==> src/rtl/pwm_carrier_gen.sv <==
`default_nettype none
// +-----------------------------------------------------------------------------+
// | pwm_carrier_gen : prescaled up/down/up-down PWM carrier with min/max events,  |
// |                   masked shadow-update strobe and decimated interrupt.        |
// | Revision 1.0                                                                 |
// +-----------------------------------------------------------------------------+

package PKG_pwm;
    typedef enum logic {CARR_OFF = 1'b0, CARR_ON = 1'b1} carr_onoff_e;
    typedef enum logic {CLKDIV_OFF = 1'b0, CLKDIV_ON = 1'b1} clkdiv_onoff_e;
    typedef enum logic [1:0] {COUNT_UP = 2'd0, COUNT_DOWN = 2'd1, COUNT_UPDOWN = 2'd2} count_mode_e;
    typedef enum logic [1:0] {NO_MASK = 2'd0, MIN_MASK = 2'd1, MAX_MASK = 2'd2, MINMAX_MASK = 2'd3} mask_mode_e;
    typedef enum logic {INT_OFF = 1'b0, INT_ON = 1'b1} int_onoff_e;
endpackage

module pwm_carrier_gen
    import PKG_pwm::*;
#(
    parameter int PWMCOUNT_WIDTH = 16,
    parameter int DIVCLK_WIDTH   = 5,
    parameter int INTCOUNT_WIDTH = 3
) (
    input  logic                      clk,
    input  logic                      rst,
    input  logic                      carr_onoff,
    input  logic                      clkdiv_onoff,
    input  logic [DIVCLK_WIDTH-1:0]   clkdiv,
    input  logic [1:0]                count_mode,
    input  logic [1:0]                mask_mode,
    input  logic [PWMCOUNT_WIDTH-1:0] period,
    input  logic [PWMCOUNT_WIDTH-1:0] init_val,
    input  logic                      int_onoff,
    input  logic [INTCOUNT_WIDTH-1:0] int_count,
    output logic [PWMCOUNT_WIDTH-1:0] carrier,
    output logic                      dir,
    output logic                      cnt_min,
    output logic                      cnt_max,
    output logic                      upd_strobe,
    output logic                      irq
);

    localparam logic [PWMCOUNT_WIDTH-1:0] C_CNT_ONE = PWMCOUNT_WIDTH'(1);
    localparam logic [DIVCLK_WIDTH-1:0]   C_PRE_ONE = DIVCLK_WIDTH'(1);
    localparam logic [INTCOUNT_WIDTH-1:0] C_INT_ONE = INTCOUNT_WIDTH'(1);

    logic                      r_run;
    logic [PWMCOUNT_WIDTH-1:0] r_ps;
    logic [1:0]                r_mode;
    logic [DIVCLK_WIDTH-1:0]   r_pre;
    logic [INTCOUNT_WIDTH-1:0] r_icnt;

    logic                      w_tick;
    logic                      w_step;
    logic [PWMCOUNT_WIDTH-1:0] w_nxt;
    logic                      w_dir_nxt;
    logic                      w_min;
    logic                      w_max;
    logic                      w_pass;
    logic                      w_irq_hit;
    logic [PWMCOUNT_WIDTH-1:0] w_init;
    logic [1:0]                w_mode_sel;

    always_comb begin
        w_tick    = (clkdiv_onoff != CLKDIV_ON) || (r_pre >= clkdiv);
        w_nxt     = carrier;
        w_dir_nxt = dir;
        case (r_mode)
            COUNT_DOWN:   w_nxt = (carrier == '0) ? r_ps : carrier - C_CNT_ONE;
            COUNT_UPDOWN: begin
                if ((!dir && carrier < r_ps) || (dir && carrier == '0))
                    w_nxt = carrier + C_CNT_ONE;
                else
                    w_nxt = carrier - C_CNT_ONE;
                // Direction follows the turning points; otherwise it tracks the step taken.
                if (w_nxt == r_ps)
                    w_dir_nxt = 1'b1;
                else if (w_nxt == '0)
                    w_dir_nxt = 1'b0;
                else
                    w_dir_nxt = (w_nxt < carrier);
            end
            default:      w_nxt = (carrier >= r_ps) ? '0 : carrier + C_CNT_ONE;
        endcase

        w_step    = r_run && w_tick && (r_ps != '0);
        w_min     = w_step && (w_nxt == '0);
        w_max     = w_step && (w_nxt == r_ps);
        w_pass    = (w_min && (mask_mode == NO_MASK || mask_mode == MAX_MASK)) ||
                    (w_max && (mask_mode == NO_MASK || mask_mode == MIN_MASK));
        w_irq_hit = (int_onoff == INT_ON) && w_pass && (r_icnt >= int_count);
        w_init    = (init_val > period) ? period : init_val;
        w_mode_sel = (count_mode == COUNT_DOWN || count_mode == COUNT_UPDOWN) ? count_mode : COUNT_UP;
    end

    always_ff @(posedge clk or posedge rst) begin
        if (rst) begin
            r_run      <= 1'b0;
            r_ps       <= '0;
            r_mode     <= '0;
            r_pre      <= '0;
            r_icnt     <= '0;
            carrier    <= '0;
            dir        <= 1'b0;
            cnt_min    <= 1'b0;
            cnt_max    <= 1'b0;
            upd_strobe <= 1'b0;
            irq        <= 1'b0;
        end else if (carr_onoff != CARR_ON) begin
            r_run      <= 1'b0;
            r_ps       <= period;
            r_mode     <= w_mode_sel;
            r_pre      <= '0;
            r_icnt     <= '0;
            carrier    <= w_init;
            dir        <= (count_mode == COUNT_DOWN);
            cnt_min    <= 1'b0;
            cnt_max    <= 1'b0;
            upd_strobe <= 1'b0;
            irq        <= 1'b0;
        end else begin
            // The first ON edge only arms the counter, giving the one-edge start latency.
            r_run      <= 1'b1;
            cnt_min    <= w_min;
            cnt_max    <= w_max;
            upd_strobe <= w_pass;
            irq        <= w_irq_hit;
            if (r_run) begin
                if (clkdiv_onoff == CLKDIV_ON)
                    r_pre <= w_tick ? '0 : r_pre + C_PRE_ONE;
                else
                    r_pre <= '0;
                if (w_tick) begin
                    carrier <= (r_ps == '0) ? '0 : w_nxt;
                    if (r_mode == COUNT_UPDOWN && r_ps != '0)
                        dir <= w_dir_nxt;
                end
                if (w_pass)
                    r_ps <= period;
                if (int_onoff != INT_ON)
                    r_icnt <= '0;
                else if (w_pass)
                    r_icnt <= w_irq_hit ? '0 : r_icnt + C_INT_ONE;
            end
        end
    end

endmodule
`default_nettype wire

==> config.mk <==
export PLATFORM = sky130hd
export DESIGN_NAME = pwm_carrier_gen
export DESIGN_NICKNAME = d
export VERILOG_FILES = /design/src/rtl/pwm_carrier_gen.sv
export SDC_FILE = /design/constraint.sdc
export NUM_CORES = 1
export LEC_CHECK = 0
export CORE_UTILIZATION = 55
export CTS_CLUSTER_SIZE = 12
export DETAILED_ROUTE_END_ITERATION = 8
export DONT_BUFFER_PORTS = 1
export HOLD_SLACK_MARGIN = 0.12
export PLACE_DENSITY = 0.74
export SLEW_MARGIN = 20
export SYNTH_ARGS = -nofsm -noshare
export SYNTH_HDL_FRONTEND = slang
export SYNTH_SLANG_ARGS = --single-unit
==> constraint.sdc <==
create_clock -name clk -period 4 [get_ports clk]
set_input_delay 0.8 -clock clk [delete_from_list [all_inputs] [get_ports clk]]
set_output_delay 0.8 -clock clk [all_outputs]
set_load 0.05 [all_outputs]
== Yosys cells after proc, flatten, opt, wreduce, memory -nomap -nowiden ==
Index checks and enable logic that the tools add are counted.
Operators by class
  $add $sub $neg: 4
  $lt $le $gt $ge: 6
  equal/unequal tests: 14
  mux-type cells: 35
  bitwise operators: 1
  reduce and logical (&&, ||, !) cells: 28
Operators by type and width (count)
  two-way mux 16 bit: 12
  logical NOT 16 bit: 4
  equality test 16 bit: 2
  < comparator 16 bit: 2
  one-hot mux 16 bit (2 select lines): 1
  two-way mux 5 bit: 4
  adder 16 x 1 -> 16 bit, second input constant: 1
  >= comparator 16 bit: 1
  > comparator 16 bit: 1
  nonzero test 16 bit: 1
  subtractor 16 x 1 -> 16 bit, second input constant: 1
  two-way mux 3 bit: 5
  two-way mux 1 bit: 12
  logical AND 1 bit: 11
  != test 2 x 1 -> 1 bit, second input constant: 5
  equality test 2 x 1 -> 1 bit, second input constant: 3
  equality test 2 bit, second input constant: 3
  logical OR 1 bit: 6
  AND reduction 2 bit: 3
  adder 5 x 1 -> 5 bit, second input constant: 1
  >= comparator 5 bit: 1
  AND reduction 4 bit: 1
  adder 3 x 1 -> 3 bit, second input constant: 1
  >= comparator 3 bit: 1
  other kinds (5): 5
Word-level totals
  bits in registers: 48
  input port bits: 49
  output and inout port bits: 21
  word-level logic and storage cells: 99

== Longest topological paths before layout ==
  depth after elaboration: 17
  gate-level depth with buffers: 24
  gate-level depth less buffers: 21

== Worst setup path after synthesis ==
OpenSTA, ideal clock, no wires.
  kind: reg-to-reg
  from: register carrier[14]
  to: register dir
  library setup time: 0.076 ns
  arrival: 4.428 ns
  data required time: 3.924 ns
  slack: -0.504 ns
  stages on the path, launching flop included: 23
  path buffers: 2
  clock period less this slack: 4.504 ns
  path through: dfrtp_1 > ha_1 > a21oi_1 > a21boi_1 > a21oi_1 > nand3_2 > buf_2 > nand2_1 > buf_2 > xnor2_1 > ha_1 > nor2b_1 > o21a_1 > o21a_1 > o21a_1 > o21a_1 > o21a_1 > o21ai_0 > a21oi_1 > nor4_1 > o211ai_1 > and3_1 > o21ai_1
Between the ends
  word-level cells in the longest chain between the ends: 13
  elaborated cells between the ends (all ways): 19
  classes of those cells: 2 x add/sub; 2 x order compare; 1 x eq/ne; 9 x mux; 5 x reduce/logical
RTL lines
  from (decl): line 34  | output logic [PWMCOUNT_WIDTH-1:0] carrier,
  from (signal assigned): line 114  | carrier <= w_init;
  from (signal assigned): line 133  | carrier <= (r_ps == '0) ? '0 : w_nxt;
  < comparator 16 bit or logical NOT 16 bit (tied branches): line 70  | if ((!dir && carrier < r_ps) || (dir && carrier == '0))
  logical AND 1 bit: line 70
  logical OR 1 bit: line 70
  two-way mux 16 bit: line 70
  two-way mux 16 bit: line 67  | case (r_mode)
  < comparator 16 bit or logical NOT 16 bit (tied branches): line 80, 77
  two-way mux 1 bit: line 77  | else if (w_nxt == '0)
  two-way mux 1 bit *: line 75  | if (w_nxt == r_ps)
  two-way mux 1 bit *: line 67
  two-way mux 1 bit *: line 134  | if (r_mode == COUNT_UPDOWN && r_ps != '0)
  two-way mux 1 bit *: line 132  | if (w_tick) begin
  two-way mux 1 bit *: line 127  | if (r_run) begin
  two-way mux 1 bit *: line 108  | end else if (carr_onoff != CARR_ON) begin
  to (signal assigned): line 115  | dir <= (count_mode == COUNT_DOWN);
  to (signal assigned): line 135  | dir <= w_dir_nxt;
  to (decl): line 35  | output logic dir,
Mark *: on every way between the ends. The rest lies on a longest branch, timed or not. The select of a mux whose other input is x is not followed.
A chain may end at the register's enable or synchronous reset.

== Worst setup path after layout ==
  from: register carrier[9]
  to: register dir
The elaborated chain is that of the path after synthesis.

==> impl_metrics.tcl <==
set metrics [dict create \
    fp-row-count 38 \
    fin_skew_ps 25.72 \
    cp-start-kind "flop" \
    ys_warn_count 0 \
    clock_sinks 48 \
    wl_per_cell_um 26.45 \
    reg2reg_setup_slack_ps 70 \
    crit_type "flop to flop" \
    cpMostUsedCell "o21a_1" \
    cts.clk_slew.worst_paths_ps 110 \
    wl_um 25870 \
    grt_pass1_vias 6839 \
    io_buffer_count 0 \
    outcome "complete, no violations" \
    grt_use_total_pct 45.82 \
    leakagePower_nw 3.202 \
    core_area_sq_um 10840 \
    critPathBufInv 0 \
    peakVddDrop_mv 0.3399 \
    dr_total_vias 6767 \
    drtIter0Drc 710 \
    cts-root-buf "clkbuf_8" \
    crit_chain "ha_4 > nand4_1 > nor4_4 > o21ai_2 > nand3_2 > nand2_4 > xnor2_4 > ha_1 > nor2b_1 > o21a_1 > o21a_1 > o21a_1 > o21a_1 > o21a_1 > o21ai_1 > a21oi_1 > nor4_2 > o211ai_1 > and3_1 > o21ai_1" \
    first_pass_iters 7 \
    crit_required_ps 4280 \
    antenna_found_initial 0 \
    fillers 885 \
    ys_seq_elements 48 \
    crit_slowest_cell "dfrtp_4" \
    numCtsBuffers 5 \
    synth_top_cell_area_share_pct 19.62 \
    hold_path.class "primary input to flop" \
    hold_buffers 0 \
    synthFlopType "dfrtp_1" \
    postPlaceCellArea_sq_um 7108 \
    synth_nets 860 \
    worst_setup_path_end_kind "flop" \
    antenna_cells 0 \
    hold_violations 0 \
    dp_hpwl_um 20950 \
    fin_hold_ws_ps 472.7 \
    ys_async_sr_fraction_pct 100.0 \
    synth_cells 749 \
    overflow 0 \
    critPathMaxStageDelay_ps 510 \
    drive_above_1_share_pct 25.89 \
    io_pins 70 \
    finalCritPeriodShare_pct 98.21 \
    grt_max_degree 49 \
    drtAntennaViolNets 0 \
    fp.dieW_um 107.5 \
    post-route-util_pct 67.92 \
    synth_edf_count 0 \
    drv_cap 0 \
    yosysUniqueCellTypes 90 \
    synth.top_cells.by_count "66 x inv_1, 62 x ha_1, 51 x nand2_1" \
    ys_seq_area_share_pct 19.62 \
    yosys.area.top_type "dfrtp_1" \
    initial_core_util_pct 56.46 \
    crit_fanout 5 \
    synth.area.top_cells "dfrtp_1 20%, ha_1 13%, xnor2_1 6.3%, mux2i_1 5.9%, inv_1 4.0%" \
    synth_most_common_cell "inv_1" \
    routed_via_density 6.919 \
    cts_max_level 2 \
    grt_pass1_wl_um 38670 \
    drc 0 \
    critical-path-top-delay-family "compound AO/OA/AOI/OAI gates" \
    cts_tree "built" \
    multiInputGateArea_sq_um 4723 \
    slew_viol_final 0 \
    period_needed_ps 3929 \
    synth_area_sq_um 6121 \
    area_growth_pct 20.30 \
    total_power_mw 2.869 \
    postSynthAreaPerCell_sq_um 8.172 \
    power_density_nw_per_um2 389.6 \
    relSlewSlack_pct 25.58 \
    die_y_um 107.5 \
    max_freq_mhz 254.5 \
    die_area_sq_um 11560 \
    stdcell_area_sq_um 7363 \
    finalSetupTns_ps 0 \
    cp.arrival_ps 4210 \
    cts_buffer_depth 2 \
    insertion_delay_ps 350 \
    num-nets-final 948 \
    worstMarginPinSlew_ps 1116 \
    gp_congestion 1.048 \
    report.final.setup_viol 0 \
    regArea_sq_um 1222 \
]
[what timing repair did]
item	in CTS	in global routing
gates resized for setup	1	22
setup endpoints to repair	4	21
pin swaps	0	5
setup buffers	0	5
[per-stage QoR]
| step | setup slack [ps] | instances |
|---|---|---|
| 5_1_grt | -75.73 | 978 |
| 2_1_floorplan | -68.95 | 749 |
| 3_5_place_dp | -36.39 | 965 |
| 3_3_place_gp | 51.47 | 965 |
| 4_1_cts | 39.68 | 973 |
| 6_report | 71.49 | 978 |
[cells in the final DEF (no fill, tap or decap), drive strengths merged, types with 4 or more instances in the layout]
cell / count
nor3: 15
nor4: 27
inv: 70
a21oi: 49
a22oi: 11
nor2b: 11
xnor2: 47
nor2: 52
o22ai: 8
nand3: 22
or3: 8
o221ai: 9
o21a: 7
o211a: 5
and3: 9
ha: 62
a31oi: 8
nand2: 52
a21o: 4
nand4: 30
a211oi: 7
dfrtp: 48
nand2b: 9
buf: 114
mux2i: 37
o21ai: 48
a21boi: 6
clkinv: 4
clkbuf: 5
and4: 5
[cell families after synthesis]
logic type,synth area share (%)
and+or+nand+nor,24.20
DFF,19.62
muxes,6.623
adders and majority gates,12.67
xor gates and xnor gates,7.523
buffers and inverters,7.584
AOI/OAI and AO/OA,21.77
[worst register-to-register path, delay by kind of cell (launching register included)]
family	cells	cell delay, ps
flip-flops	1	510
AND/OR/NAND/NOR	7	1180
XOR/XNOR	1	140
adder cells (fa/ha/maj)	2	590
AO/OA/AOI/OAI	10	1450
[power by group]
group / switching (mW) / internal [mW] / total [mW]
clock network: 0.207 / 0.125 / 0.332
logic: 1.20 / 0.758 / 1.96
registers: 0.0458 / 0.536 / 0.581
[flip-flops by register name (all words and copies together), names as in the netlist]
name and cells:
cnt_max 1, carrier 16, upd_strobe 1, r_pre 5, r_run 1, r_icnt 3, irq 1, cnt_min 1
r_mode 2, r_ps 16, dir 1
[metal layers]
layer	vias to the layer above	routed length [um]	GRT usage (%)
met3	160	3019	15.25
met1	3183	9454	52.27
met2	488	11390	71.02
li1	2936	-	-
met5	-	0	0
met4	0	2007	33.95
[layout make-up]
| cell class | count | share of cell area [%] |
|---|---|---|
| Clock inverter | 3 | 0.2889 |
| Multi-Input combinational cell | 596 | 64.15 |
| Tap cell | 140 | 2.379 |
| Clock buffer | 5 | 0.9346 |
| Inverter | 72 | 3.687 |
| Timing Repair Buffer | 114 | 11.96 |
| Sequential cell | 48 | 16.60 |
[final timing paths]
kind / cells after the start / end / from
min in group asynchronous: 1 / r_icnt[1] / rst
max in group asynchronous: 1 / carrier[14] / rst
hold reg to reg: 1 / r_pre[4] / r_pre[4]
setup reg to reg: 20 / dir / carrier[9]
setup / recovery: 20 / dir / carrier[9]
hold / removal: 0 / r_run / carr_onoff
(Power assumes the default switching activity.)
